==> src/rtl/mp_add_seq.sv <==
// Multi-precision add sequencer: one 4-bit ripple slice reused once per nibble, carry kept in a flop.
// Optional subtract mode (port sub) is compiled in when MP_ADD_SEQ_SUB_EN is defined.
module mp_add_seq #(
    parameter int unsigned WIDTH = 16
) (
    input  logic             clk,
    input  logic             rst,
    input  logic             in_valid,
    output logic             in_ready,
    input  logic [WIDTH-1:0] a,
    input  logic [WIDTH-1:0] b,
    input  logic             cin,
`ifdef MP_ADD_SEQ_SUB_EN
    input  logic             sub,
`endif
    output logic             out_valid,
    input  logic             out_ready,
    output logic [WIDTH-1:0] sum,
    output logic             cout,
    output logic             ovf,
    output logic             busy
);

    localparam int unsigned NSLICE = WIDTH / 4;
    localparam int unsigned IDX_W  = (NSLICE > 1) ? $clog2(NSLICE) : 1;

    typedef enum logic [1:0] {
        StIdle,
        StRun,
        StDone
    } state_e;

    state_e             state_q, state_d;
    logic [IDX_W-1:0]   idx_q, idx_d;
    logic               carry_q, carry_d;
    logic [WIDTH-1:0]   a_q, a_d;
    logic [WIDTH-1:0]   b_q, b_d;
    logic [WIDTH-1:0]   sum_q, sum_d;
    logic               cout_q, cout_d;
    logic               ovf_q, ovf_d;

    logic [WIDTH-1:0]   b_in;
    logic               c_in;
    logic [3:0]         a_nib;
    logic [3:0]         b_nib;
    logic [4:0]         slice_res;
    logic               last_step;

    // Subtraction is a + ~b + ~cin, so the slice itself never changes.
`ifdef MP_ADD_SEQ_SUB_EN
    assign b_in = sub ? ~b : b;
    assign c_in = sub ? ~cin : cin;
`else
    assign b_in = b;
    assign c_in = cin;
`endif

    always_comb begin
        a_nib = '0;
        b_nib = '0;
        for (int i = 0; i < int'(NSLICE); i++) begin
            if (idx_q == IDX_W'(i)) begin
                a_nib = a_q[4*i +: 4];
                b_nib = b_q[4*i +: 4];
            end
        end
        slice_res = {1'b0, a_nib} + {1'b0, b_nib} + {4'b0000, carry_q};
        last_step = (idx_q == IDX_W'(NSLICE - 1));
    end

    always_comb begin
        state_d = state_q;
        idx_d   = idx_q;
        carry_d = carry_q;
        a_d     = a_q;
        b_d     = b_q;
        sum_d   = sum_q;
        cout_d  = cout_q;
        ovf_d   = ovf_q;

        unique case (state_q)
            StIdle: begin
                if (in_valid) begin
                    a_d     = a;
                    b_d     = b_in;
                    carry_d = c_in;
                    idx_d   = '0;
                    state_d = StRun;
                end
            end
            StRun: begin
                for (int i = 0; i < int'(NSLICE); i++) begin
                    if (idx_q == IDX_W'(i)) begin
                        sum_d[4*i +: 4] = slice_res[3:0];
                    end
                end
                carry_d = slice_res[4];
                idx_d   = idx_q + IDX_W'(1);
                if (last_step) begin
                    cout_d  = slice_res[4];
                    // Carry into the MSB recovered from the MSB's sum bit and its inputs.
                    ovf_d   = slice_res[3] ^ a_nib[3] ^ b_nib[3] ^ slice_res[4];
                    idx_d   = '0;
                    state_d = StDone;
                end
            end
            StDone: begin
                if (out_ready) begin
                    state_d = StIdle;
                end
            end
            default: state_d = StIdle;
        endcase
    end

    always_ff @(posedge clk) begin
        if (rst) begin
            state_q <= StIdle;
            idx_q   <= '0;
            carry_q <= 1'b0;
            a_q     <= '0;
            b_q     <= '0;
            sum_q   <= '0;
            cout_q  <= 1'b0;
            ovf_q   <= 1'b0;
        end else begin
            state_q <= state_d;
            idx_q   <= idx_d;
            carry_q <= carry_d;
            a_q     <= a_d;
            b_q     <= b_d;
            sum_q   <= sum_d;
            cout_q  <= cout_d;
            ovf_q   <= ovf_d;
        end
    end

    always_comb begin
        in_ready  = (state_q == StIdle);
        busy      = (state_q == StRun);
        out_valid = (state_q == StDone);
        sum       = sum_q;
        cout      = cout_q;
        ovf       = ovf_q;
    end

endmodule

==> config.mk <==
export PLATFORM = sky130hd
export DESIGN_NAME = mp_add_seq
export DESIGN_NICKNAME = d
export VERILOG_FILES = /design/src/rtl/mp_add_seq.sv
export SDC_FILE = /design/constraint.sdc
export NUM_CORES = 1
export LEC_CHECK = 0
export CAP_MARGIN = 40
export CORE_MARGIN = 4
export CORE_UTILIZATION = 43
export DETAILED_ROUTE_END_ITERATION = 10
export GPL_TIMING_DRIVEN = 0
export PLACE_DENSITY = 0.7
export RECOVER_POWER = 100
export SLEW_MARGIN = 10
export SYNTH_ARGS = -nofsm -noshare
export SYNTH_HDL_FRONTEND = slang
export SYNTH_SLANG_ARGS = --single-unit
==> constraint.sdc <==
create_clock -name clk -period 3.7 [get_ports clk]
set_input_delay 0.74 -clock clk [delete_from_list [all_inputs] [get_ports clk]]
set_output_delay 0.74 -clock clk [all_outputs]
set_load 0.02 [all_outputs]
==> reports/qor.txt <==
Design Area, Final - 3240 µm²
Leakage - 1.27 nW
status - completed
Yosys warnings - 0
post-DR vias/cell - 4.98
H-tree levels - 2
Synth top area share - 0.443
Skew-Pair Late Insertion Delay - 0.31 ns
vias in the first global route - 2053
I/O pins - 58
placed inst area - 3140 µm²
Worst-Margin Slew - 0.495 ns
Layout area overhead - 30.4%
Critical Path AT - 3.64 ns
placed insts - 447
Final Slew Violations - 0
Synth cell types - 30
unrepaired setup endpoints after global routing - false
routed len/inst - 12.8 µm
worst-case clock buffer depth - 2
Iter 0 DRT Violations - 108
pwr dens - 398 nW/µm²
Final Hold Viols - 0
initial antenna violation count - 0
number of diodes - 0
crit-path max FO - 10
predominant post-synthesis flop cell - dfxtp_1
top-count cell post-synth - nand2_1
Fmax - 294 MHz
total power draw - 1.29 mW
first-pass iteration count of the detailed router - 4
Die ar. - 7060 µm²
ranking of synthesized cells by area - dfxtp_1, nand2_1, a21oi_1
Seq/Total Area, Yosys - 0.443
Min Hold Slack - 0.461 ns
Final min period - 3.40 ns
Tot GR Track Use - 0.165
Clock Tree Root - clkbuf_8
first-pass GRT wire length - 9470 µm
die height - 84.0 µm
FILL cells - 525
post-route DRC violation count - 0
final WL - 5790 µm
multi-input logic area - 1260 µm²
syn_nets - 365
Num CTS Buffers - 5
Worst Setup End Kind - register
I/O Buffers - 56
Register Area - 1100 µm²
Initial Util - 0.449
clock-pin slew on the worst setup and hold paths - 0.10 ns
Final Cycle Share - 0.918
Util after Layout - 0.585
site row count - 27
Synth top cells by count - nand2_1, dfxtp_1, a21oi_1
Vias - 2257
GRT overflow - 0
Post-Syn Area per Cell - 7.79 µm²
Synth area leader - dfxtp_1
fin nets - 426
post-place setup slack - 0.0182 ns
Switching Share - 0.264
clock skew - 0.00783 ns
clock power share - 0.317
Cells after Synth - 319
die width - 84.0 µm
synthesized area - 2490 µm²
setup violators final - 0
core area - 5540 µm²
Data required, critical path - 3.94 ns
Synth Register Bits - 55
gpl congestion - 0.779
post-DP HPWL - 4440 µm
Comb power frac - 0.188
Fin Setup TNS - 0 ns
setup ws final - 0.304 ns
ANT nets after route - 0
Post-CTS Hold Buffers - 0
sw power - 0.341 mW
Layout Cells excl Fill - 453
largest net degree at the start of global routing - 17
maximum vdd drop - 0.179 mV
Rel. slew slack - 0.670
sequential share of power - 0.495
worst min-delay path class - register to register
asr flop ratio synth - 0
internal power - 0.950 mW
Max Cap Viol - 0
layout cell share with drive strength beyond 1 - 0.0472
CTS tree - yes
CP startpoint kind - register
EDFF count, synth - 0
CTS sink count - 55
Worst Setup Path Type - register to register
per-layer routing:
metal	vias to the layer above	part of all wire	GRT usage
met5	-	0	0
met3	6	0.061	0.0355
met4	0	0.011	0.0482
li1	1175	-	-
met2	73	0.47	0.276
met1	1003	0.46	0.211
final timing paths:
path | from | endpoint | slack (ns) | cells past startpoint
setup / recovery | idx_q[0] | ovf | 0.30 | 15
hold reg to reg | a_q[15] | a_q[15] | 0.46 | 2
hold / removal | a_q[15] | a_q[15] | 0.46 | 2
setup reg to reg | idx_q[0] | ovf | 0.30 | 15
power groups by stage:
stage | Sequential [mW] | Combinational, mW | Clock (mW)
5_1_grt | 0.643 | 0.269 | 0.440
4_1_cts | 0.639 | 0.250 | 0.421
2_1_floorplan | 0.656 | 0.150 | 0
3_5_place_dp | 0.653 | 0.248 | 0
3_3_place_gp | 0.652 | 0.245 | 0
6_report | 0.639 | 0.242 | 0.410
critical path: stages (launching register included):
cell and delay [ns]:
dfxtp_1 0.44, ha_2 0.31, clkbuf_2 0.25, nor2_1 0.07
a21oi_1 0.10, o21ai_0 0.10, mux2i_1 0.24, fa_1 0.22
inv_1 0.06, fa_1 0.44, mux2_4 0.30, a221oi_2 0.21
mux2i_1 0.11, nor3_2 0.14, xnor2_1 0.12, a211oi_2 0.21
cell families after synthesis:
| kind of cell | count (synthesis) | synth area share |
|---|---|---|
| AND/OR/NAND/NOR | 136 | 0.224 |
| XOR/XNOR | 4 | 0.0141 |
| multiplexers | 8 | 0.0342 |
| AO/OA/AOI/OAI | 76 | 0.184 |
| adder cells (fa/ha/maj) | 9 | 0.0513 |
| flip-flops | 55 | 0.443 |
| buffers and inverters | 31 | 0.0493 |
final cells by class:
class,instances,share of cell area
plain buffers,21,0.0258
clock buffers,6,0.0255
clock inverters,2,0.0108
inverters,8,0.00926
multi-input cells,233,0.389
flip-flops and latches,55,0.340
well taps,72,0.0278
repair buffers,56,0.173
cells in the final DEF, fill, tap and decap left out, drive strengths merged, types with 2 or more instances in the layout:
cell type,synthesis,routed
a211oi,15,15
a21oi,47,47
a221oi,2,2
a22o,2,2
a31oi,2,2
and2,5,5
buf,7,3
clkbuf,16,24
clkdlybuf4s50,0,34
dfxtp,55,55
dlygate4sd3,0,22
fa,2,2
ha,7,7
inv,8,8
mux2i,7,7
nand2,80,80
nand2b,4,4
nand3b,2,2
nor2,40,40
nor3b,2,2
o21ai,6,6
xnor2,4,4
what timing repair did:
action                     in CTS  in global routing
setup buffers                   0                  0
gates cloned                    0                  0
gates resized for setup         1                  3
setup endpoints to repair       1                  1
registers in the layout, summed over array words and instances, names as in the netlist:
register,cells
sum,16
cout,1
b_q,16
ovf,1
idx_q,2
carry_q,1
a_q,16
state_q,2
Power figures use the tool's default switching activity.
